`src/rtl/vga_sync_core.sv`:
```
// vga_sync_core: VGA timing generator with a small register slot and output colour mux.
//
// Optional feature: define VGA_SYNC_TESTPAT_EN to build the 8-bar test-pattern generator
// (ctrl bit1). Without it ctrl bit1 is not stored and no generator logic exists.
//
// Ports:
//   clk, reset         system clock, asynchronous active-high reset
//   cs, write          register write strobe (write happens when cs & write)
//   addr[13:0]         register address; addr[1:0]: 0 = ctrl, 1 = blank_color
//   wr_data[31:0]      write data
//   x, y               current pixel coordinates (straight from the counters)
//   line_start         one-clk pulse coinciding with h wrapping to 0
//   frame_start        one-clk pulse coinciding with (h,v) wrapping to (0,0)
//   si_rgb             colour returned by the sprite/overlay chain, PIPE_DLY clk after x/y
//   hsync, vsync       active-low sync, PIPE_DLY+1 clk after x/y
//   rgb                final registered pixel colour, PIPE_DLY+1 clk after x/y
module vga_sync_core #(
  parameter int unsigned CD       = 12,
  parameter int unsigned H_DISP   = 640,
  parameter int unsigned H_FP     = 16,
  parameter int unsigned H_SYNC   = 96,
  parameter int unsigned H_BP     = 48,
  parameter int unsigned V_DISP   = 480,
  parameter int unsigned V_FP     = 10,
  parameter int unsigned V_SYNC   = 2,
  parameter int unsigned V_BP     = 33,
  parameter int unsigned DIV      = 4,
  parameter int unsigned PIPE_DLY = 2
) (
  input  logic          clk,
  input  logic          reset,
  input  logic          cs,
  input  logic          write,
  input  logic [13:0]   addr,
  input  logic [31:0]   wr_data,
  output logic [10:0]   x,
  output logic [10:0]   y,
  output logic          line_start,
  output logic          frame_start,
  input  logic [CD-1:0] si_rgb,
  output logic          hsync,
  output logic          vsync,
  output logic [CD-1:0] rgb
);

  localparam int unsigned H_TOTAL = H_DISP + H_FP + H_SYNC + H_BP;
  localparam int unsigned V_TOTAL = V_DISP + V_FP + V_SYNC + V_BP;
  localparam int unsigned PW      = (DIV > 1) ? $clog2(DIV) : 1;

  localparam logic [PW-1:0] PS_LAST  = PW'(DIV - 1);
  localparam logic [10:0]   H_LAST   = 11'(H_TOTAL - 1);
  localparam logic [10:0]   V_LAST   = 11'(V_TOTAL - 1);
  localparam logic [10:0]   H_DISP_C = 11'(H_DISP);
  localparam logic [10:0]   V_DISP_C = 11'(V_DISP);
  localparam logic [10:0]   HS_BEG   = 11'(H_DISP + H_FP);
  localparam logic [10:0]   HS_END   = 11'(H_DISP + H_FP + H_SYNC - 1);
  localparam logic [10:0]   VS_BEG   = 11'(V_DISP + V_FP);
  localparam logic [10:0]   VS_END   = 11'(V_DISP + V_FP + V_SYNC - 1);

  logic [PW-1:0] ps;
  logic          tick;
  logic [10:0]   h_cnt;
  logic [10:0]   v_cnt;
  logic          video_on_c;
  logic          hsync_raw_c;
  logic          vsync_raw_c;
  logic [PIPE_DLY-1:0] hs_dly;
  logic [PIPE_DLY-1:0] vs_dly;
  logic [PIPE_DLY-1:0] vid_dly;
  logic          wr_en;
  logic          force_blank;
  logic [CD-1:0] blank_color;
  logic [CD-1:0] pix_c;
  logic          unused_bits;

  assign tick  = (ps == PS_LAST);
  assign wr_en = cs & write;
  assign x     = h_cnt;
  assign y     = v_cnt;

  // Pixel-rate prescaler
  always_ff @(posedge clk or posedge reset) begin
    if (reset)     ps <= '0;
    else if (tick) ps <= '0;
    else           ps <= ps + PW'(1);
  end

  // Raster counters; the pulses are registered so they coincide with the wrapped counters
  always_ff @(posedge clk or posedge reset) begin
    if (reset) begin
      h_cnt       <= '0;
      v_cnt       <= '0;
      line_start  <= 1'b0;
      frame_start <= 1'b0;
    end else begin
      line_start  <= 1'b0;
      frame_start <= 1'b0;
      if (tick) begin
        if (h_cnt == H_LAST) begin
          h_cnt      <= '0;
          line_start <= 1'b1;
          if (v_cnt == V_LAST) begin
            v_cnt       <= '0;
            frame_start <= 1'b1;
          end else begin
            v_cnt <= v_cnt + 11'd1;
          end
        end else begin
          h_cnt <= h_cnt + 11'd1;
        end
      end
    end
  end

  assign video_on_c  = (h_cnt < H_DISP_C) && (v_cnt < V_DISP_C);
  assign hsync_raw_c = !((h_cnt >= HS_BEG) && (h_cnt <= HS_END));
  assign vsync_raw_c = !((v_cnt >= VS_BEG) && (v_cnt <= VS_END));

  // Delay lines matching the sprite chain latency; reset to inactive values
  always_ff @(posedge clk or posedge reset) begin
    if (reset) begin
      hs_dly  <= '1;
      vs_dly  <= '1;
      vid_dly <= '0;
    end else begin
      hs_dly[0]  <= hsync_raw_c;
      vs_dly[0]  <= vsync_raw_c;
      vid_dly[0] <= video_on_c;
      for (int i = 1; i < int'(PIPE_DLY); i++) begin
        hs_dly[i]  <= hs_dly[i-1];
        vs_dly[i]  <= vs_dly[i-1];
        vid_dly[i] <= vid_dly[i-1];
      end
    end
  end

  // ctrl bit0 and blank colour registers
  always_ff @(posedge clk or posedge reset) begin
    if (reset) begin
      force_blank <= 1'b0;
      blank_color <= '0;
    end else if (wr_en) begin
      case (addr[1:0])
        2'd0:    force_blank <= wr_data[0];
        2'd1:    blank_color <= wr_data[CD-1:0];
        default: ;
      endcase
    end
  end

`ifdef VGA_SYNC_TESTPAT_EN
  localparam int unsigned BAR_W = H_DISP / 8;
  localparam int unsigned CW    = CD / 3;

  logic          testpat_en;
  logic [2:0]    bar_idx_c;
  logic [CD-1:0] bar_c;
  logic [CD-1:0] bar_dly [PIPE_DLY];

  // Bar colour from per-channel on/off pattern, left to right
  function automatic logic [CD-1:0] bar_color(input logic [2:0] idx);
    logic [2:0] on;
    case (idx)
      3'd0:    on = 3'b111;
      3'd1:    on = 3'b110;
      3'd2:    on = 3'b011;
      3'd3:    on = 3'b010;
      3'd4:    on = 3'b101;
      3'd5:    on = 3'b100;
      3'd6:    on = 3'b001;
      default: on = 3'b000;
    endcase
    return CD'({{CW{on[2]}}, {CW{on[1]}}, {CW{on[0]}}});
  endfunction

  // Index is only meaningful inside the active area; blanking masks the rest
  assign bar_idx_c = 3'(h_cnt / 11'(BAR_W));
  assign bar_c     = bar_color(bar_idx_c);

  // ctrl bit1
  always_ff @(posedge clk or posedge reset) begin
    if (reset)                         testpat_en <= 1'b0;
    else if (wr_en && addr[1:0] == 2'd0) testpat_en <= wr_data[1];
  end

  // Bar colour delayed to line up with si_rgb
  always_ff @(posedge clk or posedge reset) begin
    if (reset) begin
      for (int i = 0; i < int'(PIPE_DLY); i++) bar_dly[i] <= '0;
    end else begin
      bar_dly[0] <= bar_c;
      for (int i = 1; i < int'(PIPE_DLY); i++) bar_dly[i] <= bar_dly[i-1];
    end
  end

  always_comb begin
    pix_c = si_rgb;
    if (testpat_en) pix_c = bar_dly[PIPE_DLY-1];
  end

  assign unused_bits = ^{addr[13:2], wr_data[31:CD]};
`else
  always_comb begin
    pix_c = si_rgb;
  end

  assign unused_bits = ^{addr[13:2], wr_data[31:CD], wr_data[1]};
`endif

  // Output register: blanking, then forced colour, then pattern/stream
  always_ff @(posedge clk or posedge reset) begin
    if (reset) begin
      hsync <= 1'b1;
      vsync <= 1'b1;
      rgb   <= '0;
    end else begin
      hsync <= hs_dly[PIPE_DLY-1];
      vsync <= vs_dly[PIPE_DLY-1];
      if (!vid_dly[PIPE_DLY-1]) rgb <= '0;
      else if (force_blank)     rgb <= blank_color;
      else                      rgb <= pix_c;
    end
  end

endmodule

```
`config.mk`:
```
export PLATFORM = sky130hd
export DESIGN_NAME = vga_sync_core
export DESIGN_NICKNAME = d
export VERILOG_FILES = /design/src/rtl/vga_sync_core.sv
export SDC_FILE = /design/constraint.sdc
export NUM_CORES = 1
export LEC_CHECK = 0
export ABC_AREA = 1
export CORE_ASPECT_RATIO = 1.25
export CORE_MARGIN = 5
export CORE_UTILIZATION = 55
export CTS_BUF_LIST = sky130_fd_sc_hd__clkbuf_4
export DETAILED_ROUTE_END_ITERATION = 16
export DONT_BUFFER_PORTS = 1
export HOLD_SLACK_MARGIN = 0.05
export PLACE_DENSITY = 0.7
export SYNTH_ARGS = -nofsm -noshare
export SYNTH_HDL_FRONTEND = slang
export SYNTH_SLANG_ARGS = --single-unit
```
`constraint.sdc`:
```
create_clock -name clk -period 2 [get_ports clk]
set_input_delay 0.4 -clock clk [delete_from_list [all_inputs] [get_ports clk]]
set_output_delay 0.4 -clock clk [all_outputs]
set_load 0.01 [all_outputs]
```
==> impl_metrics.csv <==
group,metric,value,unit
yosys,avgSynthCellArea,8.711,sq um
cts,path_clk_slew,0.10,ns
global_route,grt-ovfl-total,0,
drt,wirelength,5.423,mm
placed_design,portBuffers,0,
cells_and_area,final_util,59.32,%
cts,clkSinkCount,59,
global_route,antenna_found_initial,0,
sta,fin_skew,0.01434,ns
cts,cts_inserted_buffers,9,
run,max-cap-violations,0,
floorplanning,num_rows,29,
drt,drt-initial-drc-count,69,
yosys,syn_inst,319,
yosys,ys_types,27,
power,irDropWorstVdd,0.3887,mV
status,status,"completed",
drt,route.detailed.drc,0,
sta,hold_violations,0,
drt,wl_per_cell,13.83,um
worst_setup_path,required,2.30,ns
sta,relSlewSlack,65.69,%
floorplanning,pin_count,100,
sta,tightestPinTransition,0.5134,ns
yosys,yosysSeqAreaShare,53.40,%
sta,period_needed,1.599,ns
cells_and_area,drive_gt1_share,12.42,%
cts,htree_levels,3,
drt,first_pass_iters,4,
drt,routed_via_density,5.293,
yosys,ys_async_sr_fraction,100.0,%
cells_and_area,diodes,0,
global_route,grt_pass1_vias,1995,
sta,drv_slew,0,
floorplanning,die_x,73.58,um
yosys,ys_warn_count,0,
worst_setup_path,cp_max_fo,15,
worst_setup_path,arrival,1.90,ns
power,pwr_density_cell,794.9,mW/mm^2
cts,clk_latency,0.38,ns
placed_design,dpl_cell_area,0.002834,sq mm
floorplanning,fp.dieArea,0.006583,sq mm
yosys,netlist_area,0.002779,sq mm
floorplanning,core,0.005007,sq mm
yosys,synth.most_common_cell,"nand2_1",
global_route,grt_pass1_wl,9.114,mm
sta,setup_viol,0,
placed_design,gp_congestion,0.8245,
sta,fin_crit_sh,79.94,%
yosys,ys_top_cells_by_area,"dfrtp_1, nand2_1, nor2_1",
sta,rsz0062_at_grt,"no",
worst_setup_path,critPathLaunchType,"register",
drt,vias,2075,
sta,fmaxAchievable,0.6255,GHz
global_route,grt_start_max_net_pins,41,
floorplanning,die_h,89.47,um
floorplanning,initial_core_util,55.50,%
cts,cts_tree,"done",
yosys,synth_top_area_share,47.73,%
power,power.leakage,0.001465,uW
yosys,syn_nets,385,
yosys,synth_common_cells,"nand2_1, dfrtp_1, nor2_1",
min_path,hold_depth,1,
global_route,track_usage,17.95,%
cts,cts_root_buf,"clkbuf_4",
min_path,hp-class,"in2reg",
worst_setup_path,r2r_cells,7,
yosys,yosysTopAreaCell,"dfrtp_1",
yosys,ys_ff_latch,59,
drt,postRouteAntennaNets,0,
cells_and_area,fin_area,0.002970,sq mm
yosys,ys.flop_type,"dfrtp_1",
cells_and_area,fill_cells,447,
cts,cts_buffer_depth,2,
worst_setup_path,crit_path_end_kind,"register",
yosys,synth_edf_count,0,
sta,setup_tns,0,ns
cells_and_area,area_growth,6.889,%
placed_design,hpwl,3.986,mm
cells_and_area,nets,391,
worst_setup_path,crit_type,"reg2reg",
sequential cells by signal (all words and copies together), names as in the netlist:
name and count:
hs_dly 2, force_blank 1, vs_dly 2, line_start 1, y 11, vsync 1, ps 2, hsync 1
frame_start 1, rgb 12, vid_dly 2, blank_color 12, x 11
layer usage:
metal	global-route usage, %	part of all wire, %	up-vias
met5	0	0	-
met4	8.731	1.8	0
met3	7.199	8.5	8
met2	29.76	48	69
met1	19.94	42	966
li1	-	-	1032
cells in the final DEF, fill, tap and decap left out, drive strengths merged:
master / instances
a21oi: 1
buf: 2
bufinv: 1
clkbuf: 9
clkinv: 5
clkinvlp: 1
dfrtp: 53
dfstp: 6
dlygate4sd3: 1
ha: 4
inv: 38
mux2: 11
mux2i: 1
nand2: 68
nand3: 27
nand3b: 1
nand4: 5
nor2: 54
nor3: 9
o2111ai: 1
o21ai: 22
o22ai: 1
xor2: 9
path summary, 6_finish.rpt:
| check | startpoint | end | slack (ns) |
|---|---|---|---|
| min in group asynchronous | reset | rgb[8] | 0.48 |
| hold reg to reg | hs_dly[0] | hs_dly[1] | 0.35 |
| hold / removal | wr_data[11] | blank_color[11] | 0.17 |
| max in group asynchronous | reset | vsync | 0.92 |
| setup reg to reg | x[0] | y[8] | 0.40 |
| setup / recovery | x[0] | y[8] | 0.40 |
kinds of logic after synthesis:
| group | after synthesis | synth area share, % |
|---|---|---|
| muxes | 12 | 4.818 |
| xor gates and xnor gates | 9 | 2.837 |
| DFF | 59 | 53.40 |
| buffers and inverters | 46 | 6.934 |
| adders and majority gates | 4 | 1.801 |
| and+or+nand+nor | 164 | 25.53 |
| AOI/OAI and AO/OA | 25 | 4.683 |
cell type report:
type	count	area (sq um)	area share [%]
clock inverters	7	58.81	1.980
well taps	62	77.57	2.612
inverters	38	142.6	4.802
repair buffers	3	37.54	1.264
multi-input cells	214	1102	37.11
clock buffers	9	67.56	2.275
flip-flops and latches	59	1484	49.96
timing repair:
item                                    4_1_cts  5_1_grt
setup buffers                                 0        0
endpoints found under the hold margin        16        0
hold buffers                                  1        0
resized for setup                             0        0
endpoints found under the setup margin        0        0
power by group:
part / total [uW] / internal [uW] / switching (uW)
Clock: 775 / 365 / 410
Combinational: 176 / 82.0 / 93.9
Sequential: 1410 / 1320 / 94.6
Total: 2360 / 1760 / 599
through the flow:
stage               hold slack (ns)  setup WS, ns  total power [uW]  std cells
floorplan                    0.3312        0.1536              1570        319
global placement             0.3036        0.4030              1604        375
detailed placement           0.3131        0.3778              1617        375
CTS                          0.1439        0.3604              2403        392
global route                 0.1176        0.2213              2507        392
finish                       0.1672        0.4013              2361        392
worst max-delay path, cell delays in order (launching register included):
cell and delay [ns]:
dfrtp_1 0.47, ha_1 0.23, nand3_1 0.11, inv_1 0.16, nand4_4 0.25, inv_2 0.18
nand2_1 0.06, o21ai_0 0.06
(Power assumes the default switching activity.)
